File: config.mk
export PLATFORM = sky130hd
export DESIGN_NAME = fb_fill_engine_flat
export DESIGN_NICKNAME = d
export VERILOG_FILES = /design/src/rtl/fb_pkg.sv /design/src/rtl/fb_fill_engine_if.sv /design/src/rtl/fb_addr_gen.sv /design/src/rtl/fb_fill_engine.sv /design/src/flat_wrapper.sv
export SDC_FILE = /design/constraint.sdc
export NUM_CORES = 1
export LEC_CHECK = 0
export CORE_UTILIZATION = 47
export DETAILED_ROUTE_END_ITERATION = 6
export HOLD_SLACK_MARGIN = 0.02
export PLACE_DENSITY = 0.69
export SYNTH_ARGS = -nofsm -noshare
export SYNTH_HDL_FRONTEND = slang
export SYNTH_HIERARCHICAL = 1
export SYNTH_SLANG_ARGS = --single-unit
File: constraint.sdc
create_clock -name clock -period 4.1 [get_ports clock]
set_clock_uncertainty 0.05 [all_clocks]
set_input_delay 0.82 -clock clock [delete_from_list [all_inputs] [get_ports clock]]
set_output_delay 0.82 -clock clock [all_outputs]
set_load 0.005 [all_outputs]
File: src/rtl/fb_pkg.sv
// fb_pkg: framebuffer geometry, fill FSM states and shared address helpers.
package fb_pkg;
    localparam int FB_WIDTH  = 320;
    localparam int FB_HEIGHT = 240;
    localparam int ADDR_W    = 17;
    localparam int PIX_W     = 12;
    typedef enum logic [2:0] {IDLE, CLIP, WAIT_VB, FILL, DONE} fill_state_t;
    // y*320 as (y<<8)+(y<<6) so no multiplier is inferred
    function automatic logic [ADDR_W-1:0] row_base(input logic [7:0] y);
        return (ADDR_W'(y) << 8) + (ADDR_W'(y) << 6);
    endfunction
endpackage

File: src/rtl/fb_fill_engine_if.sv
// fb_fill_engine_if: fill command, end-of-frame pulse and framebuffer port A bundle.
interface fb_fill_engine_if import fb_pkg::*; ();
    logic              cmd_valid;
    logic              cmd_ready;
    logic [8:0]        cmd_x;
    logic [7:0]        cmd_y;
    logic [8:0]        cmd_w;
    logic [7:0]        cmd_h;
    logic [PIX_W-1:0]  cmd_color;
    logic              cmd_vsync;
    logic              v_blank_interupt;
    logic [ADDR_W-1:0] fb_addr;
    logic [PIX_W-1:0]  fb_data;
    logic              fb_we;
    logic              busy;
    logic              done;
    modport master (
        output cmd_valid, cmd_x, cmd_y, cmd_w, cmd_h, cmd_color, cmd_vsync, v_blank_interupt,
        input  cmd_ready, fb_addr, fb_data, fb_we, busy, done
    );
    modport slave (
        input  cmd_valid, cmd_x, cmd_y, cmd_w, cmd_h, cmd_color, cmd_vsync, v_blank_interupt,
        output cmd_ready, fb_addr, fb_data, fb_we, busy, done
    );
endinterface

File: src/rtl/fb_addr_gen.sv
// fb_addr_gen: row-major pixel address walker over a clipped rectangle.
module fb_addr_gen #(
    parameter int ADDR_W   = fb_pkg::ADDR_W,
    parameter int FB_WIDTH = fb_pkg::FB_WIDTH
) (
    input  logic              clock,
    input  logic              reset,
    input  logic              load,
    input  logic              step,
    input  logic [ADDR_W-1:0] start_addr,
    input  logic [8:0]        w_eff,
    input  logic [7:0]        h_eff,
    output logic [ADDR_W-1:0] addr,
    output logic              last_pixel
);
    logic [8:0]        col, w_q;
    logic [7:0]        row, h_q;
    logic [ADDR_W-1:0] row_base;
    logic              end_row;

    assign end_row    = col == w_q - 9'd1;
    assign last_pixel = end_row && row == h_q - 8'd1;

    // the final pixel holds the address so it never steps past the rectangle
    always_ff @(posedge clock) begin
        if (reset) begin
            col      <= '0;
            row      <= '0;
            w_q      <= '0;
            h_q      <= '0;
            row_base <= '0;
            addr     <= '0;
        end else if (load) begin
            col      <= '0;
            row      <= '0;
            w_q      <= w_eff;
            h_q      <= h_eff;
            row_base <= start_addr;
            addr     <= start_addr;
        end else if (step && !last_pixel) begin
            col      <= end_row ? '0 : col + 9'd1;
            row      <= end_row ? row + 8'd1 : row;
            row_base <= end_row ? row_base + ADDR_W'(FB_WIDTH) : row_base;
            addr     <= end_row ? row_base + ADDR_W'(FB_WIDTH) : addr + ADDR_W'(1);
        end
    end
endmodule

File: src/rtl/fb_fill_engine.sv
// fb_fill_engine: clipped rectangle fill into framebuffer port A, one pixel per clock,
// optionally held until the display's end-of-frame pulse.
module fb_fill_engine import fb_pkg::*; #(
    parameter int FB_WIDTH  = fb_pkg::FB_WIDTH,
    parameter int FB_HEIGHT = fb_pkg::FB_HEIGHT,
    parameter int ADDR_W    = fb_pkg::ADDR_W,
    parameter int PIX_W     = fb_pkg::PIX_W
) (
    input  logic           clock,
    input  logic           reset,
    fb_fill_engine_if.slave bus
);
    fill_state_t       state, next_state;
    logic [8:0]        x_q, w_q, w_eff;
    logic [7:0]        y_q, h_q, h_eff;
    logic [PIX_W-1:0]  color_q, data_d, data_q;
    logic              vsync_q, accept, empty, last_pixel;
    logic              we_d, done_d, busy_d, ready_d;
    logic              we_q, done_q, busy_q, ready_q;
    logic [ADDR_W-1:0] w_room, h_room, start_addr;

    assign accept = bus.cmd_valid && ready_q;

    always_ff @(posedge clock) begin
        if (accept) begin
            x_q     <= bus.cmd_x;
            y_q     <= bus.cmd_y;
            w_q     <= bus.cmd_w;
            h_q     <= bus.cmd_h;
            color_q <= bus.cmd_color;
            vsync_q <= bus.cmd_vsync;
        end
    end

    // room values underflow when the origin is off-screen, but empty covers that case
    always_comb begin
        w_room     = ADDR_W'(FB_WIDTH) - ADDR_W'(x_q);
        h_room     = ADDR_W'(FB_HEIGHT) - ADDR_W'(y_q);
        empty      = ADDR_W'(x_q) >= ADDR_W'(FB_WIDTH) || ADDR_W'(y_q) >= ADDR_W'(FB_HEIGHT)
                     || w_q == '0 || h_q == '0;
        w_eff      = ADDR_W'(w_q) > w_room ? w_room[8:0] : w_q;
        h_eff      = ADDR_W'(h_q) > h_room ? h_room[7:0] : h_q;
        start_addr = row_base(y_q) + ADDR_W'(x_q);
    end

    fb_addr_gen #(.ADDR_W(ADDR_W), .FB_WIDTH(FB_WIDTH)) u_addr_gen (
        .clock      (clock),
        .reset      (reset),
        .load       (state == CLIP),
        .step       (state == FILL),
        .start_addr (start_addr),
        .w_eff      (w_eff),
        .h_eff      (h_eff),
        .addr       (bus.fb_addr),
        .last_pixel (last_pixel)
    );

    always_ff @(posedge clock) begin
        if (reset) begin
            state   <= IDLE;
            we_q    <= 1'b0;
            done_q  <= 1'b0;
            busy_q  <= 1'b0;
            ready_q <= 1'b0;
            data_q  <= '0;
        end else begin
            state   <= next_state;
            we_q    <= we_d;
            done_q  <= done_d;
            busy_q  <= busy_d;
            ready_q <= ready_d;
            data_q  <= data_d;
        end
    end

    always_comb begin
        next_state = state;
        case (state)
            IDLE:    if (accept) next_state = CLIP;
            CLIP:    next_state = empty ? DONE : vsync_q ? WAIT_VB : FILL;
            WAIT_VB: if (!bus.v_blank_interupt) next_state = FILL;
            FILL:    if (last_pixel) next_state = DONE;
            default: next_state = IDLE;
        endcase
    end

    // outputs are registered, so they are decoded from the state being entered
    always_comb begin
        we_d    = next_state == FILL;
        done_d  = next_state == DONE;
        busy_d  = next_state != IDLE;
        ready_d = next_state == IDLE;
        data_d  = we_d ? color_q : '0;
    end

    assign bus.fb_we     = we_q;
    assign bus.done      = done_q;
    assign bus.busy      = busy_q;
    assign bus.cmd_ready = ready_q;
    assign bus.fb_data   = data_q;
endmodule

File: src/flat_wrapper.sv
// flat-port wrapper written by rule: the top's interface ports become plain ports
module fb_fill_engine_flat import fb_pkg::*;
#(
    parameter int FB_WIDTH  = fb_pkg::FB_WIDTH,
    parameter int FB_HEIGHT = fb_pkg::FB_HEIGHT,
    parameter int ADDR_W    = fb_pkg::ADDR_W,
    parameter int PIX_W     = fb_pkg::PIX_W
)
  (clock, reset, bus_cmd_valid, bus_cmd_x, bus_cmd_y, bus_cmd_w, bus_cmd_h, bus_cmd_color, bus_cmd_vsync, bus_v_blank_interupt, bus_cmd_ready, bus_fb_addr, bus_fb_data, bus_fb_we, bus_busy, bus_done);
  fb_fill_engine_if bus_i ();
  input  logic clock;
  input  logic reset;
  input wire logic [$bits(bus_i.cmd_valid)-1:0] bus_cmd_valid;
  input wire logic [$bits(bus_i.cmd_x)-1:0] bus_cmd_x;
  input wire logic [$bits(bus_i.cmd_y)-1:0] bus_cmd_y;
  input wire logic [$bits(bus_i.cmd_w)-1:0] bus_cmd_w;
  input wire logic [$bits(bus_i.cmd_h)-1:0] bus_cmd_h;
  input wire logic [$bits(bus_i.cmd_color)-1:0] bus_cmd_color;
  input wire logic [$bits(bus_i.cmd_vsync)-1:0] bus_cmd_vsync;
  input wire logic [$bits(bus_i.v_blank_interupt)-1:0] bus_v_blank_interupt;
  output wire logic [$bits(bus_i.cmd_ready)-1:0] bus_cmd_ready;
  output wire logic [$bits(bus_i.fb_addr)-1:0] bus_fb_addr;
  output wire logic [$bits(bus_i.fb_data)-1:0] bus_fb_data;
  output wire logic [$bits(bus_i.fb_we)-1:0] bus_fb_we;
  output wire logic [$bits(bus_i.busy)-1:0] bus_busy;
  output wire logic [$bits(bus_i.done)-1:0] bus_done;
  assign bus_i.cmd_valid = bus_cmd_valid;
  assign bus_i.cmd_x = bus_cmd_x;
  assign bus_i.cmd_y = bus_cmd_y;
  assign bus_i.cmd_w = bus_cmd_w;
  assign bus_i.cmd_h = bus_cmd_h;
  assign bus_i.cmd_color = bus_cmd_color;
  assign bus_i.cmd_vsync = bus_cmd_vsync;
  assign bus_i.v_blank_interupt = bus_v_blank_interupt;
  assign bus_cmd_ready = bus_i.cmd_ready;
  assign bus_fb_addr = bus_i.fb_addr;
  assign bus_fb_data = bus_i.fb_data;
  assign bus_fb_we = bus_i.fb_we;
  assign bus_busy = bus_i.busy;
  assign bus_done = bus_i.done;
  fb_fill_engine #(.FB_WIDTH(FB_WIDTH), .FB_HEIGHT(FB_HEIGHT), .ADDR_W(ADDR_W), .PIX_W(PIX_W)) u_core (.clock(clock), .reset(reset), .bus(bus_i));
endmodule
# After elaboration in Yosys (flattened, before gate mapping)
# Cells that the tools add are included.
dict set report word_totals {
  reg_bits 134
  latchBits 0
  mem_bits_rw 0
  rom_bits 0
  inputBits 51
  out_inout_bits 33
  elab_cells 73
  mem_count 0
}
dict set report classes {
  addsub 10
  mul 0
  n_div 0
  n_lt_le_gt_ge 4
  eq_ne 7
  shift 0
  mux 15
  bitwise 1
  reduce_logical 18
}
# op count
set ops {}
lappend ops {{$mux W17} 6}
lappend ops {{$mux W9} 2}
lappend ops {{$add A16 B14 Y17} 1}
lappend ops {{$add A17 B1 Y17 const B} 1}
lappend ops {{$add A17 B9 Y17} 1}
lappend ops {{$add A17 B9 Y17 const B} 1}
lappend ops {{$gt A8 B17 Y1} 1}
lappend ops {{$gt A9 B17 Y1} 1}
lappend ops {{$mux W3} 4}
lappend ops {{$pmux W3 S4} 1}
lappend ops {{$sub A9 B9 Y10 const A} 1}
lappend ops {{$add A9 B1 Y9 const B} 1}
lappend ops {{$eq A3 B2 Y1 const B} 3}
lappend ops {{$eq A9 B9 Y1} 1}
lappend ops {{$ge A9 B9 Y1 const B} 1}
lappend ops {{$logic_not A9 Y1} 1}
lappend ops {{$sub A8 B8 Y9 const A} 1}
lappend ops {{$sub A9 B1 Y9 const B} 1}
lappend ops {{$add A8 B1 Y8 const B} 1}
lappend ops {{$eq A8 B8 Y1} 1}
lappend ops {{$ge A8 B8 Y1 const B} 1}
lappend ops {{$logic_not A8 Y1} 1}
lappend ops {{$mux W8} 1}
lappend ops {{$sub A8 B1 Y8 const B} 1}
lappend ops {{other kinds (12)} 20}

# Depth between registers and ports, before layout
# Gate-level depths: netlist of the first run.
dict set report depth {
  word_depth 9
  depth_mapped 15
  depth_no_buf 13
}

# By module
# Netlist of the first run, hierarchy kept.
# module instances cells_per_inst area_each_um2 seq_area_each_um2
set by_module_without_submodules {}
lappend by_module_without_submodules {fb_addr_gen 1 492 4083.9 1361.3}
lappend by_module_without_submodules {fb_fill_engine 1 281 3429.5 1791.7}

# Least setup slack after synthesis of the first run
# No wires, ideal clock.
dict set report synth_path {
  path_kind {register to register}
  startpoint {reg u_core.u_addr_gen.w_q[0]}
  endpoint {reg u_core.data_q[10] (netlist: u_core/bus.fb_data[10])}
  setup_ps 116
  arrival_time_ps 3160
  path_slack_ps 774
  path_stages_with_launch 16
  synth_period_minus_slack_ps 3326
  path_cell_list {dfxtp_1 -> inv_1 -> ha_1 -> nor3b_2 -> a21oi_1 -> or4_1 -> a2111oi_4 -> nand2_1 -> buf_2 -> buf_2 -> nor2_1 -> nand2_1 -> nand3b_1 -> a21oi_4 -> buf_6 -> and2_2}
}
dict set report synth_via {
  elab_chain_len 8
}
# item line_no
set synth_rtl {}
lappend synth_rtl {{from (decl)} fb_addr_gen.sv:16} ;# logic [8:0] col, w_q;
lappend synth_rtl {{from (signal assigned)} fb_addr_gen.sv:36} ;# w_q <= w_eff;
lappend synth_rtl {{$sub A9 B1 Y9} fb_addr_gen.sv:21} ;# assign end_row = col == w_q - 9'd1;
lappend synth_rtl {{$eq A9 B9 Y1} fb_addr_gen.sv:21}
lappend synth_rtl {{$logic_and A1 B1 Y1} fb_addr_gen.sv:22} ;# assign last_pixel = end_row && row == h_q - 8'd1;
lappend synth_rtl {{named net u_core.last_pixel} fb_fill_engine.sv:17} ;# logic vsync_q, accept, empty, last_pixel;
lappend synth_rtl {{$mux W3} fb_fill_engine.sv:82} ;# FILL: if (last_pixel) next_state = DONE;
lappend synth_rtl {{$pmux W3 S4} fb_fill_engine.sv:78} ;# case (state)
lappend synth_rtl {{$eq A3 B2 Y1} fb_fill_engine.sv:89} ;# we_d = next_state == FILL;
lappend synth_rtl {{$not A1 Y1 (no line)} --}
lappend synth_rtl {{$reduce_or A2 Y1 (no line)} --}
lappend synth_rtl {{to (signal assigned)} fb_fill_engine.sv:72} ;# data_q <= data_d;
lappend synth_rtl {{to (decl)} fb_fill_engine.sv:16} ;# logic [PIX_W-1:0] color_q, data_d, data_q;
# The timed path passes the listed nets, and every way through them passes these cells.
# A chain may end at the register's enable or synchronous reset.

# Worst setup path after layout of the first run
dict set report layout_path {
  startpoint {reg u_core.u_addr_gen.w_q[0]}
  endpoint {reg u_core.u_addr_gen.row_base[16]}
}
dict set report layout_via {
  elab_chain_len 7
  elab_cells_between_ends 8
}
# item line_no
set layout_rtl {}
lappend layout_rtl {{$sub A9 B1 Y9 *} fb_addr_gen.sv:21}
lappend layout_rtl {{$eq A9 B9 Y1 *} fb_addr_gen.sv:21}
lappend layout_rtl {{$logic_and A1 B1 Y1} fb_addr_gen.sv:22}
lappend layout_rtl {{$logic_not A1 Y1} fb_addr_gen.sv:40} ;# end else if (step && !last_pixel) begin
lappend layout_rtl {{$logic_and A1 B1 Y1} fb_addr_gen.sv:40}
lappend layout_rtl {{$reduce_bool A2 Y1 (no line)} --}
lappend layout_rtl {{$reduce_and A2 Y1 (no line) *} --}
lappend layout_rtl {{to (signal assigned)} fb_addr_gen.sv:38} ;# row_base <= start_addr;
lappend layout_rtl {{to (signal assigned)} fb_addr_gen.sv:43} ;# row_base <= end_row ? row_base + ADDR_W'(FB_WIDTH) : row_base;
lappend layout_rtl {{to (decl)} fb_addr_gen.sv:18} ;# logic [ADDR_W-1:0] row_base;
# Every way passes the cells marked *; elsewhere a longest branch is shown, timed or not.

==> results.rst, run 1 <==
.. list-table::
   :header-rows: 1

   * - Metric
     - Value
   * - Weighted congestion reported at the end of routability-driven placement
     - 0.914
   * - RSZ-0062 raised after global routing
     - no
   * - Number of antenna violations at the first check in global routing
     - 0
   * - Post-synth net total
     - 866
   * - Layout net count
     - 947
   * - Pwr dens
     - 393 mW/mm2
   * - Synth top area share
     - 23.2%
   * - Placed instance area
     - 0.00851 mm2
   * - CTS Buffer Depth
     - 2
   * - Global-route wire length before repair
     - 30900 um
   * - Worst slew margin
     - 32.9%
   * - Total number of placement rows
     - 45
   * - Post-Synthesis Cell Area
     - 0.00751 mm2
   * - Core region area
     - 0.0154 mm2
   * - Biggest area consumer among synthesized cells
     - sky130_fd_sc_hd__dfxtp_1
   * - Worst Min Path Start
     - u_core/color_q[11]$_DFFE_PP_
   * - Total negative slack
     - 0 ps
   * - Share of the synthesized area in compound gates (AO/OA/AOI/OAI)
     - 15.4%
   * - Peak supply drop
     - 275 uV
   * - Area of the die
     - 0.0165 mm2
   * - Overall overflow remaining after global route
     - 0
   * - Maximum operating frequency
     - 276 MHz
   * - Initial DRT Pass Iterations
     - 5
   * - Dominant combinational cell family by area after synthesis
     - simple AND/OR/NAND/NOR gates
   * - R2R setup slack
     - 480 ps
   * - Register clock-pin slew on the reported worst setup and hold paths
     - 60 ps
   * - Clock latency reported for the late side of the worst-skew pair
     - 420 ps
   * - Maxcap violations
     - 0
   * - Yosys warns
     - 6
   * - Number of clock sinks
     - 134
   * - Die Span X
     - 128 um
   * - Worst EP arrival
     - 3890 ps
   * - Crit path max fanout
     - 21
   * - Total number of vias
     - 6206
   * - Share of cells above drive strength 1
     - 9.11%
   * - Average cell area after synthesis
     - 9.72 um2
   * - R2r startpoint
     - u_core/u_addr_gen/w_q[0]$_SDFFE_PP0P_
   * - Most common cell in the netlist
     - sky130_fd_sc_hd__dfxtp_1
   * - Min-delay worst type
     - reg -> reg
   * - Total detailed-routing wirelength
     - 18800 um
   * - Leakage power of the design
     - 3.39 nW
   * - Endpoint type of the worst setup path
     - flip-flop
   * - Number of top-level pins
     - 84
   * - Adder and majority gate portion of the synthesized area
     - 7.19%
   * - Worst Path Class, Setup
     - reg -> reg
   * - Number of input and output port buffers inserted
     - 83
   * - Post-layout minimum cycle time
     - 3620 ps
   * - Number of enable flip-flop cells after synthesis
     - 47
   * - Multiplexer share of the synthesized area
     - 5.51%
   * - Number of buffers added by the clock tree synthesis step
     - 17
   * - Via count of the first global-routing pass
     - 6151
   * - Die extent in y
     - 128 um
   * - Top cells by count, synth
     - sky130_fd_sc_hd__dfxtp_1, sky130_fd_sc_hd__nor2_1, sky130_fd_sc_hd__nand2_1, sky130_fd_sc_hd__edfxtp_1, sky130_fd_sc_hd__ha_1
   * - First element of the critical path
     - u_core/u_addr_gen/w_q[0]$_SDFFE_PP0P_
   * - Number of endpoints failing setup at the final stage
     - 0
   * - Data required, critical path
     - 4370 ps
   * - Slew of the pin with the lowest slew margin
     - 1000 ps
   * - Sequential element share of the synthesized area
     - 42.0%
   * - Number of inserted filler cells in the final layout
     - 1323
   * - Number of synthesized register bits
     - 134
   * - Residual DRC
     - 0
   * - Outcome
     - finished clean
   * - Ys flop type
     - sky130_fd_sc_hd__dfxtp_1
   * - Detailed Route Iter0 Violations
     - 496
   * - GRT Overall Usage
     - 24.0%
   * - Layout Area Growth over Synthesis
     - 20.9%
   * - CTS tree
     - built
   * - Cells resized by post-CTS repair
     - 0
   * - Routed length per placed instance
     - 17.4 um
   * - Post-Synthesis Cells
     - 773
   * - Startpoint class of the critical path
     - flip-flop
   * - Initial Util
     - 48.7%
   * - Maximum number of pins on one net before global-route repair
     - 50
   * - Distinct cell type count after synthesis
     - 80
   * - Post-CTS repair timing setup buffer count
     - 0
   * - Hold buffer count at cts
     - 0
   * - Layout Utilization
     - 58.9%
   * - Ys async rst share
     - 0%
   * - Antenna Violating Nets Remaining
     - 0
   * - Post-layout instance area
     - 0.00908 mm2
   * - H-Tree Level Count
     - 4
   * - Via count normalized by instance count
     - 5.76
   * - Synth area leaders
     - sky130_fd_sc_hd__dfxtp_1, sky130_fd_sc_hd__edfxtp_1, sky130_fd_sc_hd__ha_1
   * - Placed wire-length estimate
     - 13800 um
   * - Total inserted antenna cells
     - 0
   * - Final Hold Vio Count
     - 0
   * - Clock root cell
     - sky130_fd_sc_hd__clkbuf_16
   * - Area share of and/or/nand/nor cells after synthesis
     - 18.0%
   * - Final-report max-slew violation count
     - 0
   * - Final period utilization
     - 88.3%
   * - Area share of xor/xnor cells in the synthesized design
     - 7.69%
## through the flow
stage                     setup WS [ps]  cells  power (mW)  hold slack, ps
after global routing                291   1078        3.72             424
final                               481   1078        3.57             403
after CTS                           535   1078        3.59             405
after floorplan                     774    773        1.92             385
after detailed placement            538   1046        2.12             393
after global placement              696   1046        2.10             387
## power by group
group / switching, mW / internal [mW] / leakage, nW
sequential: 0.0730 / 1.45 / 1.14
clock: 0.582 / 0.885 / 0.276
combinational: 0.298 / 0.277 / 1.98
## state kept, by name, indices dropped and copies added (netlist names)
register                    cells
u_core/w_q                      9
u_core/state                    3
u_core/bus.fb_data             12
u_core/bus.done                 1
u_core/vsync_q                  1
u_core/bus.busy                 1
u_core/color_q                 12
u_core/u_addr_gen/w_q           9
u_core/u_addr_gen/h_q           8
u_core/u_addr_gen/addr         17
u_core/u_addr_gen/col           9
u_core/bus.cmd_ready            1
u_core/u_addr_gen/row           8
u_core/bus.fb_we                1
u_core/y_q                      8
u_core/h_q                      8
u_core/x_q                      9
u_core/u_addr_gen/row_base     17
## area by class of cell
type | instances | area, um2 | share of cell area (%)
Multi-Input combinational cell | 569 | 4050 | 44.6
Sequential cell | 134 | 3150 | 34.7
Timing Repair Buffer | 92 | 893 | 9.84
Clock buffer | 21 | 472 | 5.19
Tap cell | 211 | 264 | 2.91
Inverter | 40 | 150 | 1.65
Clock inverter | 11 | 98.8 | 1.09
## critical path, stage by stage (launching register included)
cell                        delay (ps)
sky130_fd_sc_hd__dfxtp_1           360
sky130_fd_sc_hd__inv_1              80
sky130_fd_sc_hd__ha_1              220
sky130_fd_sc_hd__nor3b_2           370
sky130_fd_sc_hd__a21oi_1           110
sky130_fd_sc_hd__or4_1             580
sky130_fd_sc_hd__a2111oi_4         440
sky130_fd_sc_hd__and2_1            440
sky130_fd_sc_hd__and2_4            390
sky130_fd_sc_hd__a211oi_2          130
sky130_fd_sc_hd__a2111oi_4         340
## placed cells by master (no fill, tap or decap), types with 33 or more instances in the layout
cell	n
sky130_fd_sc_hd__dfxtp_1	87
sky130_fd_sc_hd__clkdlybuf4s50_1	82
sky130_fd_sc_hd__nor2_1	74
sky130_fd_sc_hd__nand2_1	53
sky130_fd_sc_hd__edfxtp_1	47
sky130_fd_sc_hd__ha_1	40
sky130_fd_sc_hd__inv_1	38
sky130_fd_sc_hd__mux2i_1	38
sky130_fd_sc_hd__a21oi_1	38
sky130_fd_sc_hd__xor2_1	33
sky130_fd_sc_hd__xnor2_1	33
## cells by family after synthesis
kind of cell             count (synthesis)
buffers and inverters                   70
flip-flops                             134
AND/OR/NAND/NOR                        262
adder cells (fa/ha/maj)                 42
multiplexers                            41
AO/OA/AOI/OAI                          158
XOR/XNOR                                66
## path summary, 6_finish.rpt
path,to,cells after the start
worst max-delay path,u_core/u_addr_gen/row_base[16]$_SDFFE_PP0P_,10
worst min register to register,u_core/bus.fb_data[11]$_SDFF_PP0_,1
worst min-delay path,u_core/bus.fb_data[11]$_SDFF_PP0_,1
worst max register to register,u_core/u_addr_gen/row_base[16]$_SDFFE_PP0P_,10
## layer usage
| metal | global-route usage, % | share of wire (%) | up-vias |
|---|---|---|---|
| met2 | 38.6 | 47 | 218 |
| li1 | - | - | 2994 |
| met3 | 5.28 | 5.9 | 27 |
| met5 | 0 | 0 | - |
| met4 | 9.07 | 1.7 | 0 |
| met1 | 31.7 | 46 | 2967 |
Power figures use the tool's default switching activity.
==> run 2: changes to the inputs <==
--- a/config.mk
+++ b/config.mk
@@ -5,10 +5,11 @@
 export SDC_FILE = /design/constraint.sdc
 export NUM_CORES = 1
 export LEC_CHECK = 0
-export CORE_UTILIZATION = 47
+export CORE_ASPECT_RATIO = 0.8
+export CORE_UTILIZATION = 45
 export DETAILED_ROUTE_END_ITERATION = 6
 export HOLD_SLACK_MARGIN = 0.02
-export PLACE_DENSITY = 0.69
+export PLACE_DENSITY = 0.66
 export SYNTH_ARGS = -nofsm -noshare
 export SYNTH_HDL_FRONTEND = slang
 export SYNTH_HIERARCHICAL = 1
==> run 2 against run 1 <==
Sequential power about the same; flip-flop and latch count unchanged; power up 0.92%; via count up 1.1%; first-iteration DRC count up 9.7%; worst setup slack better by 97 ps; core utilization down 2.2 points; fmax up 2.8%; worst hold slack about the same; non-clock buffer count up 2; clock-buffer cell count down 3; cell count up 0.56%; critical path type unchanged.
==> results.rst, run 2 (same netlist as run 1, synthesis figures left out) <==
.. list-table::
   :header-rows: 1

   * - Metric
     - Value
   * - Worst EP arrival
     - 3790 ps (-100 ps)
   * - Buf+Inv Stages, Crit Path
     - 1 (unchanged)
   * - CTS Buffer Depth
     - 2 (unchanged)
   * - Post-CTS repair timing setup buffer count
     - 0 (unchanged)
   * - Via count normalized by instance count
     - 5.79 (+0.58%)
   * - Initial DRT Pass Iterations
     - 5 (unchanged)
   * - Number of top-level pins
     - 84 (unchanged)
   * - Layout Area Growth over Synthesis
     - 21.1%
   * - Initial Util
     - 46.8% (-1.9 points)
   * - Total number of vias
     - 6277 (+1.1%)
   * - Sequential cell area
     - 0.00315 mm2 (unchanged)
   * - Register clock-pin slew on the reported worst setup and hold paths
     - 60 ps (about the same)
   * - Worst slack on hold paths
     - 403 ps (-0.0310 ps)
   * - Dpl ws
     - 635 ps (+97.5 ps)
   * - Clock latency reported for the late side of the worst-skew pair
     - 430 ps (about the same)
   * - Maximum operating frequency
     - 284 MHz (+2.8%)
   * - Min setup slack post-route
     - 579 ps (+97.5 ps)
   * - GRT Overall Usage
     - 23.5% (-0.57 points)
   * - Post-layout minimum cycle time
     - 3520 ps (-97.5 ps)
   * - Final Hold Vio Count
     - 0 (unchanged)
   * - Min-delay worst type
     - reg -> reg
   * - Largest delay share family, worst path
     - compound AO/OA/AOI/OAI gates
   * - Residual DRC
     - 0 (unchanged)
   * - Cells resized by post-CTS repair
     - 0 (unchanged)
   * - Worst Path Class, Setup
     - reg -> reg
   * - Number of antenna violations at the first check in global routing
     - 0 (unchanged)
   * - Endpoint type of the worst setup path
     - flip-flop
   * - Worst-path cell with the longest stage delay
     - sky130_fd_sc_hd__o21ai_2
   * - Pwr dens
     - 396 mW/mm2 (+0.74%)
   * - Layout net count
     - 949 (+0.21%)
   * - Via count of the first global-routing pass
     - 6070 (-1.3%)
   * - Number of buffers added by the clock tree synthesis step
     - 17 (unchanged)
   * - Share of cells above drive strength 1
     - 9.55% (+0.44 points)
   * - Total number of placement rows
     - 41 (-8.9%)
   * - Most frequent standard cell in the layout excluding fill and tap cells
     - sky130_fd_sc_hd__dfxtp_1
   * - Largest registers
     - u_core/u_addr_gen/addr (17), u_core/u_addr_gen/row_base (17)
   * - Number of inserted filler cells in the final layout
     - 1408 (+6.4%)
   * - Data required, critical path
     - 4370 ps (about the same)
   * - Final period utilization
     - 85.9% (-2.4 points)
   * - Clock root cell
     - sky130_fd_sc_hd__clkbuf_16
   * - Commonest cells after routing, fill and taps aside
     - sky130_fd_sc_hd__dfxtp_1, sky130_fd_sc_hd__clkdlybuf4s50_1, sky130_fd_sc_hd__nor2_1, sky130_fd_sc_hd__nand2_1, sky130_fd_sc_hd__edfxtp_1
   * - Die extent in y
     - 118 um (-8.5%)
   * - Core region area
     - 0.0161 mm2 (+4.1%)
   * - Leakage power of the design
     - 3.41 nW (+0.38%)
   * - Global-route wire length before repair
     - 31800 um (+2.7%)
   * - First element of the critical path
     - u_core/u_addr_gen/w_q[0]$_SDFFE_PP0P_
   * - Number of input and output port buffers inserted
     - 83 (unchanged)
   * - Number of endpoints failing setup at the final stage
     - 0 (unchanged)
   * - R2r startpoint
     - u_core/u_addr_gen/w_q[0]$_SDFFE_PP0P_
   * - Worst Min Path Start
     - u_core/color_q[9]$_DFFE_PP_
   * - Weighted congestion reported at the end of routability-driven placement
     - 0.944 (+3.2%)
   * - R2R setup slack
     - 580 ps (+100 ps)
   * - Outcome
     - finished clean
   * - Placed wire-length estimate
     - 14200 um (+3.2%)
   * - Hold buffer count at cts
     - 0 (unchanged)
   * - Antenna Violating Nets Remaining
     - 0 (unchanged)
   * - Peak supply drop
     - 294 uV (+6.9%)
   * - Library cell appearing most often on the critical path
     - sky130_fd_sc_hd__nand2_1
   * - RSZ-0062 raised after global routing
     - no
   * - Total negative slack
     - 0 ps (unchanged)
   * - Area of the die
     - 0.0172 mm2 (+4.4%)
   * - Worst slew margin
     - 32.3% (-0.56 points)
   * - Startpoint class of the critical path
     - flip-flop
   * - CTS tree
     - built
   * - Maxcap violations
     - 0 (unchanged)
   * - Sequence of cells on the critical path
     - inv_1, ha_1, nor3b_2, a21oi_1, or4_1, a2111oi_4, nand2_1, o21ai_2, nand2_1, a311oi_1
   * - Crit path max fanout
     - 17 (-19%)
   * - Overall overflow remaining after global route
     - 0 (unchanged)
   * - Detailed Route Iter0 Violations
     - 544 (+9.7%)
   * - Number of clock sinks
     - 134 (unchanged)
   * - Final-report max-slew violation count
     - 0 (unchanged)
   * - Routed length per placed instance
     - 17.9 um (+3.1%)
   * - Layout Utilization
     - 56.7% (-2.2 points)
   * - Largest stage delay on the critical path
     - 620 ps (+40 ps)
   * - Total inserted antenna cells
     - 0 (unchanged)
   * - Die Span X
     - 146 um (+14%)
   * - Maximum number of pins on one net before global-route repair
     - 49 (-2.0%)
   * - Slew of the pin with the lowest slew margin
     - 1010 ps (+8.46 ps)
   * - H-Tree Level Count
     - 4 (unchanged)
   * - Total detailed-routing wirelength
     - 19500 um (+3.7%)
   * - Area of combinational cells with multiple inputs
     - 0.00405 mm2 (unchanged)
## run 2: cell types whose count changed in the layout (fill, tap and decap cells not counted), sizes merged
cell	delta
inv	+7
clkbuf	-3
clkinv	-3
buf	+2
clkinvlp	-1
## run 2: final timing paths
check                                                         endpoint  cells past startpoint
worst max-delay path            u_core/u_addr_gen/addr[4]$_SDFFE_PP0P_                     10
worst min-delay path                  u_core/bus.fb_data[9]$_SDFF_PP0_                      1
worst min register to register        u_core/bus.fb_data[9]$_SDFF_PP0_                      1
worst max register to register  u_core/u_addr_gen/addr[4]$_SDFFE_PP0P_                     10
## run 2: area by class of cell
| cell class | instances | share of cell area (%) |
|---|---|---|
| clock buffers | 18 | 4.72 |
| clock inverters | 14 | 1.51 |
| inverters | 40 | 1.65 |
| multi-input cells | 569 | 44.5 |
| flip-flops and latches | 134 | 34.7 |
| well taps | 215 | 2.96 |
| repair buffers | 94 | 9.98 |
## run 2: stage by stage
| step | instances | power, mW | cell area [um2] |
|---|---|---|---|
| CTS | 1084 | 3.62 | 9100 |
| floorplan | 773 | 1.92 | 7510 |
| global route | 1084 | 3.76 | 9100 |
| detailed placement | 1052 | 2.13 | 8530 |
| finish | 1084 | 3.60 | 9100 |
| global placement | 1052 | 2.10 | 8530 |
## run 2: layer usage
metal | vias up | track usage, % | wire [um]
met5 | - | 0 | 0
met3 | 29 | 5.85 | 1450
li1 | 2992 | - | -
met2 | 256 | 34.9 | 8450
met1 | 3000 | 33.0 | 9270
met4 | 0 | 7.94 | 280
## run 2: where the power goes
| group | internal (mW) | switching, mW |
|---|---|---|
| clock | 0.850 | 0.637 |
| combinational | 0.279 | 0.307 |
| sequential | 1.45 | 0.0755 |
